===== config.mk =====
export PLATFORM = sky130hd
export DESIGN_NAME = pipe_stage_reg
export DESIGN_NICKNAME = d
export VERILOG_FILES = /design/src/rtl/pipe_stage_reg.sv
export SDC_FILE = /design/constraint.sdc
export NUM_CORES = 1
export LEC_CHECK = 0
export BUFFER_PORTS_ARGS = -buffer_cell sky130_fd_sc_hd__buf_4
export CORE_AREA = 2 2 168 170
export DETAILED_ROUTE_END_ITERATION = 10
export DIE_AREA = 0 0 170 172
export PLACE_DENSITY = 0.67
export SLEW_MARGIN = 5
export SYNTH_ARGS = -nofsm -noshare
export SYNTH_HDL_FRONTEND = slang
export SYNTH_SLANG_ARGS = --single-unit

===== constraint.sdc =====
create_clock -name clock -period 3.3 [get_ports clock]
set_clock_uncertainty 0.05 [all_clocks]
set_input_delay 0.66 -clock clock [delete_from_list [all_inputs] [get_ports clock]]
set_output_delay 0.66 -clock clock [all_outputs]
set_load 0.1 [all_outputs]

===== src/rtl/pipe_stage_reg.sv =====
// pipe_stage_reg
// Handshaked pipeline-stage register placed between MIPS pipeline stages.
// It carries a payload plus exception and delay-slot sideband from the
// upstream stage to the downstream stage. Flow control is valid/ready.
//
// Build option: PIPE_SKID_EN
//   defined   - two-entry skid buffer (main + skid slot) with a registered
//               in_ready, so out_ready has no combinational path to in_ready.
//   undefined - single entry; in_ready = !out_valid || out_ready.
//
// Ports
//   clock, resetn            clock; asynchronous active-low reset
//   in_valid/in_ready        upstream handshake
//   in_data, in_exc_*        payload and exception sideband
//   in_delayslot             entry is a delay-slot instruction
//   next_delayslot           sampled into cur_delayslot on accept
//   out_valid/out_ready      downstream handshake
//   out_data, out_exc_*,     presented entry; all zero while out_valid=0
//   out_delayslot
//   cur_delayslot            next_delayslot of the last accepted entry
//   flush                    drop every held entry and any same-cycle input
//   cnt_clr                  synchronous clear of stall_cnt
//   stall_cnt                saturating count of out_valid && !out_ready
module pipe_stage_reg #(
    parameter int DATA_W = 160,
    parameter int EXC_W  = 6,
    parameter int CNT_W  = 16
) (
    input  logic              clock,
    input  logic              resetn,
    input  logic              in_valid,
    output logic              in_ready,
    input  logic [DATA_W-1:0] in_data,
    input  logic              in_exc_valid,
    input  logic [EXC_W-1:0]  in_exc_code,
    input  logic [31:0]       in_exc_addr,
    input  logic              in_delayslot,
    input  logic              next_delayslot,
    output logic              out_valid,
    input  logic              out_ready,
    output logic [DATA_W-1:0] out_data,
    output logic              out_exc_valid,
    output logic [EXC_W-1:0]  out_exc_code,
    output logic [31:0]       out_exc_addr,
    output logic              out_delayslot,
    output logic              cur_delayslot,
    input  logic              flush,
    input  logic              cnt_clr,
    output logic [CNT_W-1:0]  stall_cnt
);

    typedef struct packed {
        logic [DATA_W-1:0] data;
        logic              exc_valid;
        logic [EXC_W-1:0]  exc_code;
        logic [31:0]       exc_addr;
        logic              delayslot;
    } entry_t;

    typedef enum logic [1:0] {
        EMPTY = 2'd0,
        ONE   = 2'd1,
        FULL  = 2'd2
    } state_t;

    state_t state_q, state_d;
    entry_t in_entry, main_q;
    logic   accept, release_x, main_ld;

    assign in_entry = '{data:      in_data,
                        exc_valid: in_exc_valid,
                        exc_code:  in_exc_code,
                        exc_addr:  in_exc_addr,
                        delayslot: in_delayslot};

    assign out_valid = (state_q != EMPTY);
    assign accept    = in_valid && in_ready && !flush;
    assign release_x = out_valid && out_ready;

`ifdef PIPE_SKID_EN
    entry_t skid_q;
    logic   skid_ld, main_from_skid, in_ready_q;

    always_comb begin
        state_d        = state_q;
        main_ld        = 1'b0;
        skid_ld        = 1'b0;
        main_from_skid = 1'b0;
        case (state_q)
            EMPTY: if (accept) begin
                state_d = ONE;
                main_ld = 1'b1;
            end
            ONE: begin
                if (accept && release_x) begin
                    main_ld = 1'b1;
                end else if (accept) begin
                    // Downstream stalled: park the newcomer behind main.
                    state_d = FULL;
                    skid_ld = 1'b1;
                end else if (release_x) begin
                    state_d = EMPTY;
                end
            end
            FULL: if (release_x) begin
                state_d        = ONE;
                main_from_skid = 1'b1;
            end
            default: state_d = EMPTY;
        endcase
        if (flush) state_d = EMPTY;
    end

    // Registered ready: computed from the next state so it is correct the
    // cycle the state changes, without looking at out_ready combinationally.
    always_ff @(posedge clock or negedge resetn) begin
        if (!resetn) in_ready_q <= 1'b1;
        else         in_ready_q <= (state_d != FULL);
    end
    assign in_ready = in_ready_q;

    always_ff @(posedge clock or negedge resetn) begin
        if (!resetn)      skid_q <= '0;
        else if (skid_ld) skid_q <= in_entry;
    end

    always_ff @(posedge clock or negedge resetn) begin
        if (!resetn)             main_q <= '0;
        else if (main_ld)        main_q <= in_entry;
        else if (main_from_skid) main_q <= skid_q;
    end
`else
    always_comb begin
        state_d = state_q;
        main_ld = 1'b0;
        case (state_q)
            EMPTY: if (accept) begin
                state_d = ONE;
                main_ld = 1'b1;
            end
            ONE: begin
                // Accept with a simultaneous release overwrites in place.
                if (accept)         main_ld = 1'b1;
                else if (release_x) state_d = EMPTY;
            end
            default: state_d = EMPTY;
        endcase
        if (flush) state_d = EMPTY;
    end

    assign in_ready = !out_valid || out_ready;

    always_ff @(posedge clock or negedge resetn) begin
        if (!resetn)      main_q <= '0;
        else if (main_ld) main_q <= in_entry;
    end
`endif

    always_ff @(posedge clock or negedge resetn) begin
        if (!resetn) state_q <= EMPTY;
        else         state_q <= state_d;
    end

    // Bubbles present all-zero payload and sideband downstream.
    assign out_data      = out_valid ? main_q.data      : '0;
    assign out_exc_valid = out_valid ? main_q.exc_valid : 1'b0;
    assign out_exc_code  = out_valid ? main_q.exc_code  : '0;
    assign out_exc_addr  = out_valid ? main_q.exc_addr  : '0;
    assign out_delayslot = out_valid ? main_q.delayslot : 1'b0;

    always_ff @(posedge clock or negedge resetn) begin
        if (!resetn)     cur_delayslot <= 1'b0;
        else if (flush)  cur_delayslot <= 1'b0;
        else if (accept) cur_delayslot <= next_delayslot;
    end

    always_ff @(posedge clock or negedge resetn) begin
        if (!resetn)
            stall_cnt <= '0;
        else if (cnt_clr)
            stall_cnt <= '0;
        else if (out_valid && !out_ready && (stall_cnt != {CNT_W{1'b1}}))
            stall_cnt <= stall_cnt + CNT_W'(1);
    end

endmodule


==> results.py, run 1 <==
metrics = {
    "clock_tree": {
        "cts_root_buffer": "clkbuf_16",
        "post_cts_buffers": 0,
        "insertion_delay_ps": 520,
        "cts_resized": 0,
        "clock_path_buffers": 3,
        "cts.sinks": 218,
        "htreeDepth": 1,
        "cts_buffers": 26,
        "tritoncts": "done",
        "cts_hold_buffers": 0,
        "path_clk_slew_ps": 60,
    },
    "die": {
        "start_util": 0.352,
        "core_um2": 27500,
        "floorplan.rows": 61,
        "pin_count": 426,
        "die_y_um": 172,
        "die_w_um": 170,
        "dieArea_um2": 29200,
    },
    "timing": {
        "fmax_mhz": 344,
        "min_period_ps": 2910,
        "fin_tns_setup_ps": 0,
        "worstMarginPinSlew_ps": 843,
        "setup_slack_ps": 389,
        "setup_viol": 0,
        "max_slew_margin": 0.438,
        "maxSlewViolCount": 0,
        "rsz0062_at_grt": "no",
        "hold_viol": 0,
        "period_share": 0.882,
    },
    "detailed_routing": {
        "drt_wl_total_um": 26800,
        "drtAntennaViolNets": 0,
        "first_iter_violations": 363,
        "wl_per_cell_um": 17.5,
        "first_pass_iters": 4,
        "num_vias": 7234,
        "vias_per_cell": 4.72,
        "drc": 0,
    },
    "layout": {
        "area_growth_pct": 45.8,
        "antennaDiodeCount": 0,
        "fin_nets": 1374,
        "drive_gt1_frac": 0.403,
    },
    "power_and_ir_drop": {
        "powerDensity_nw_per_um2": 614,
        "sw_frac_of_total": 0.368,
        "p_sw_mw": 3.19,
        "ir_drop_mv": 0.344,
        "leakage_nw": 6.71,
        "power_frac_comb": 0.309,
        "p_int_mw": 5.47,
        "seq_power_share": 0.379,
        "clockPowerShare": 0.311,
    },
    "placed_design": {
        "place_congestion": 0.787,
        "pre_cts_ws_ps": 659,
        "place_hpwl_um": 19400,
        "io_buffer_count": 425,
    },
    "grt": {
        "overflow": 0,
        "antenna_found_initial": 0,
        "grt_max_degree": 202,
        "track_usage": 0.175,
        "grt_pass1_vias": 7285,
        "grt_first_pass_wirelength_um": 40500,
    },
    "synth": {
        "yosysWarnings": 0,
        "synth_area_um2": 9660,
        "syn_inst": 750,
        "ys_ff_latch": 218,
        "ys_seq_area_frac": 0.564,
        "syn_area_per_cell_um2": 12.9,
        "synthesis.nets": 958,
        "synth.distinct_cells": 30,
    },
    "critical_path": {
        "endpoint": "out_data[10]",
        "worstPathArrival_ps": 2200,
        "crit_type": "reg2out",
        "worstSetupStartpointType": "register",
        "reg2reg_depth": 7,
        "rr_startpoint": "state_q[0]",
        "required_ps": 2590,
        "worstPathMaxFanout": 201,
        "cp-end-kind": "output port",
        "reg2reg_slack_ps": 950,
        "worstReg2RegEnd": "main_q[25]",
        "crit_start": "state_q[0]",
    },
    "status": {
        "outcome": "finished clean",
    },
    "min_path": {
        "hold_path_class": "in2async",
    },
    "flow_run": {
        "max_cap_violations": 0,
    },
}
[power by group through the flow]
stage                     Clock (mW)  Sequential [mW]  Combinational [mW]
after floorplan                    0             3.26                2.00
after detailed placement           0             3.33                2.70
after CTS                       2.80             3.28                2.71
after global routing            2.92             3.34                2.80
final                           2.70             3.28                2.68
after global placement             0             3.31                2.67
[flip-flops by register name, summed over array words and instances, names as in the netlist]
name           cells
state_q            1
cur_delayslot      1
stall_cnt         16
main_q           200
[layout make-up]
| cell class | count | area, um2 |
|---|---|---|
| Clock buffer | 44 | 790 |
| Clock inverter | 4 | 22.5 |
| Fill cell | 2481 | 13400 |
| Inverter | 3 | 11.3 |
| Multi-Input combinational cell | 480 | 4010 |
| Sequential cell | 218 | 5460 |
| Tap cell | 346 | 433 |
| Timing Repair Buffer | 437 | 3360 |
[how the worst min path moves through the flow]
stage / from / end / cells past startpoint
after detailed placement: main_q[161] / main_q[161] / 1
after floorplan: resetn / cur_delayslot / 0
after CTS: resetn / stall_cnt[0] / 1
after global routing: resetn / stall_cnt[11] / 1
final: resetn / main_q[76] / 1
after global placement: main_q[106] / main_q[106] / 1
[logic make-up (layout without fill, tap and decap cells)]
group | after synthesis | after routing | synth area share
simple gates | 248 | 248 | 0.158
flops | 218 | 218 | 0.564
mux | 202 | 202 | 0.235
buf+inv | 52 | 488 | 0.0216
compound gates | 29 | 29 | 0.0194
fa+ha+maj | 1 | 1 | 0.00129
[critical path, cell delays in order (launching register included)]
cell     delay [ps]
dfrtp_4         430
buf_12          370
and2_1          290
buf_4           310
[cells in the final DEF, fill, tap and decap left out, types with 2 or more instances in the layout]
master     count
a21oi_1       11
and2_1       200
buf_12         6
buf_4        430
clkbuf_1      12
clkbuf_16     27
clkbuf_8       6
clkinv_2       3
dfrtp_1      217
inv_1          2
mux2_1       202
nand2_1        8
nand3_1        7
nand4_1        3
nor2_1         5
nor2b_1        2
nor4_1         3
o21a_1         4
o21ai_1        3
o31a_1         2
o31ai_1        7
or3_1          4
or4_1          8
[metal layers]
metal  wire length [um]  vias to the layer above  part of all wire  global-route usage
met2              13700                      258              0.51               0.312
met4                703                        0             0.026              0.0550
met5                  0                        -                 0                   0
met3               2260                       44             0.084              0.0506
met1              10100                     3547              0.38               0.204
li1                   -                     3385                 -                   -
[metrics by stage]
step           hold WS [ps]  total power [mW]  area (um2)  utilization  instances
2_1_floorplan           314              5.26        9660            -        750
3_3_place_gp            409              5.98       13300        0.483       1484
3_5_place_dp            417              6.03       13300        0.483       1484
4_1_cts                 144              8.79       14100        0.513       1532
5_1_grt                 177              9.06       14100        0.513       1532
6_report                139              8.65       14100        0.513       1532
[cell usage after synthesis]
cell / n / area share
dfrtp_1: 218 / 0.56
mux2_1: 202 / 0.24
and2_1: 200 / 0.13
clkbuf_1: 29 / 0.011
a21oi_1: 11 / 0.0057
buf_2: 11 / 0.0057
buf_1: 9 / 0.0035
nand2_1: 8 / 0.0031
or4_1: 8 / 0.0062
nand3_1: 7 / 0.0036
o31ai_1: 7 / 0.0054
nor2_1: 6 / 0.0023
nor4_1: 4 / 0.0026
o21a_1: 4 / 0.0031
or3_1: 4 / 0.0026
nand4_1: 3 / 0.0019
o21ai_1: 3 / 0.0016
inv_1: 2 / 0.00078
nor2b_1: 2 / 0.0013
o31a_1: 2 / 0.0018
and2b_2: 1 / 0.00091
and4_1: 1 / 0.00091
ha_1: 1 / 0.0013
inv_2: 1 / 0.00039
nor3_1: 1 / 0.00052
nor3b_1: 1 / 0.00078
nor4b_1: 1 / 0.00091
o311ai_1: 1 / 0.00091
o41ai_1: 1 / 0.00091
or2_1: 1 / 0.00065
(Power assumes the default switching activity.)
==> inputs of run 2 (changes only) <==
--- a/config.mk
+++ b/config.mk
@@ -7,9 +7,11 @@
 export LEC_CHECK = 0
 export BUFFER_PORTS_ARGS = -buffer_cell sky130_fd_sc_hd__buf_4
 export CORE_AREA = 2 2 168 170
+export CTS_CLUSTER_SIZE = 28
 export DETAILED_ROUTE_END_ITERATION = 10
 export DIE_AREA = 0 0 170 172
 export PLACE_DENSITY = 0.67
+export RECOVER_POWER = 100
 export SLEW_MARGIN = 5
 export SYNTH_ARGS = -nofsm -noshare
 export SYNTH_HDL_FRONTEND = slang
==> results.py, run 2 (same netlist as run 1, synthesis figures left out) <==
metrics = {
    "status": {
        "outcome": "finished with violations",
        "violations": "max-capacitance violations, max-slew violations",
    },
    "critical_path": {
        "cpLargestDelayFamily": "buffers and inverters",
        "worstPathArrival_ps": 2340,
        "required_ps": 2590,
        "worstSetupStartpointType": "register",
        "path_depth": 3,
        "cp_num_buf_inv": 2,
        "crit_chain": "buf_12 -> and2_1 -> clkbuf_2",
        "crit_slowest_cell": "clkbuf_2",
        "crit_type": "reg2out",
        "reg2reg_depth": 7,
        "slowest_delay_ps": 480,
        "worstPathMaxFanout": 201,
        "cp-end-kind": "output port",
    },
    "timing": {
        "min_period_ps": 3050,
        "setup_viol": 0,
        "maxSlewViolCount": 79,
        "fin_tns_setup_ps": 0,
        "rsz0062_at_grt": "no",
        "hold_viol": 0,
        "period_share": 0.925,
        "worstMarginPinSlew_ps": 2100,
        "fmax_mhz": 328,
        "max_slew_margin": -0.397,
    },
    "clock_tree": {
        "insertion_delay_ps": 520,
        "post_cts_buffers": 0,
        "cts.sinks": 218,
        "cts_resized": 0,
        "tritoncts": "done",
        "cts_hold_buffers": 0,
        "path_clk_slew_ps": 60,
        "cts_buffers": 26,
        "htreeDepth": 1,
        "clock_path_buffers": 3,
        "cts_root_buffer": "clkbuf_16",
    },
    "grt": {
        "grt_first_pass_wirelength_um": 40500,
        "grt_pass1_vias": 7285,
        "antenna_found_initial": 0,
        "grt_max_degree": 202,
        "overflow": 0,
        "track_usage": 0.175,
    },
    "layout": {
        "area_growth_pct": 39.4,
        "n_fill_cell": 2624,
        "regMostFlops": "main_q",
        "fin_nets": 1374,
        "fin_cells": 1532,
        "drive_gt1_frac": 0.384,
        "final_cell_mix": "dfrtp_1 (217), buf_4 (206), clkbuf_2 (205)",
        "antennaDiodeCount": 0,
        "final_common_cell": "dfrtp_1",
        "largest_register_ffs": 200,
        "top_regs": "main_q x200, stall_cnt x16",
    },
    "detailed_routing": {
        "first_pass_iters": 4,
        "first_iter_violations": 362,
        "vias_per_cell": 4.71,
        "drc": 0,
        "drt_wl_total_um": 26500,
        "num_vias": 7218,
        "wl_per_cell_um": 17.3,
        "drtAntennaViolNets": 0,
    },
    "die": {
        "die_y_um": 172,
        "pin_count": 426,
        "floorplan.rows": 61,
        "dieArea_um2": 29200,
        "die_w_um": 170,
        "start_util": 0.352,
        "core_um2": 27500,
    },
    "flow_run": {
        "max_cap_violations": 1,
    },
    "power_and_ir_drop": {
        "leakage_nw": 6.46,
        "sw_frac_of_total": 0.373,
        "p_int_mw": 5.34,
        "p_sw_mw": 3.18,
        "powerDensity_nw_per_um2": 632,
        "seq_power_share": 0.385,
        "ir_drop_mv": 0.344,
        "clockPowerShare": 0.316,
        "power_frac_comb": 0.298,
    },
    "min_path": {
        "hold_path_class": "in2reg",
        "hold_path_depth": 2,
    },
    "placed_design": {
        "place_congestion": 0.787,
        "placed_cells": 1484,
        "io_buffer_count": 425,
        "place_hpwl_um": 19400,
    },
}
## run 2: final timing paths
kind | startpoint | endpoint | slack (ps)
max reg2reg | state_q[0] | main_q[18] | 470
min | flush | cur_delayslot | 260
min reg2reg | main_q[161] | main_q[161] | 420
min in group asynchronous | resetn | main_q[84] | 690
max | state_q[0] | out_data[10] | 250
max in group asynchronous | resetn | main_q[177] | 760
## run 2: cell type report
type / count / area, um2 / area share
inverters: 3 / 11.3 / 0.000836
multi-input cells: 480 / 4010 / 0.297
clock buffers: 44 / 790 / 0.0586
repair buffers: 437 / 2760 / 0.204
well taps: 346 / 433 / 0.0321
flip-flops and latches: 218 / 5460 / 0.405
clock inverters: 4 / 22.5 / 0.00167
## run 2: power by group through the flow
stage	registers (mW)	logic, mW	clock network [mW]
2_1_floorplan	3.26	2.00	0
3_3_place_gp	3.31	2.67	0
3_5_place_dp	3.33	2.70	0
4_1_cts	3.28	2.71	2.80
5_1_grt	3.34	2.66	2.92
6_report	3.28	2.54	2.69
## run 2: per-layer routing
metal	GRT usage	share of wire	vias up
li1	-	-	3388
met1	0.204	0.38	3519
met2	0.312	0.51	269
met3	0.0506	0.085	42
met4	0.0550	0.026	0
met5	0	0	-
## run 2: stage by stage
step / power [mW] / setup slack, ps / utilization / area, um2 / hold slack (ps)
4_1_cts: 8.79 / 424 / 0.513 / 14100 / 144
2_1_floorplan: 5.26 / 340 / - / 9660 / 314
3_5_place_dp: 6.03 / 659 / 0.483 / 13300 / 417
5_1_grt: 8.92 / 176 / 0.490 / 13500 / 237
6_report: 8.51 / 249 / 0.490 / 13500 / 259
3_3_place_gp: 5.98 / 681 / 0.483 / 13300 / 409
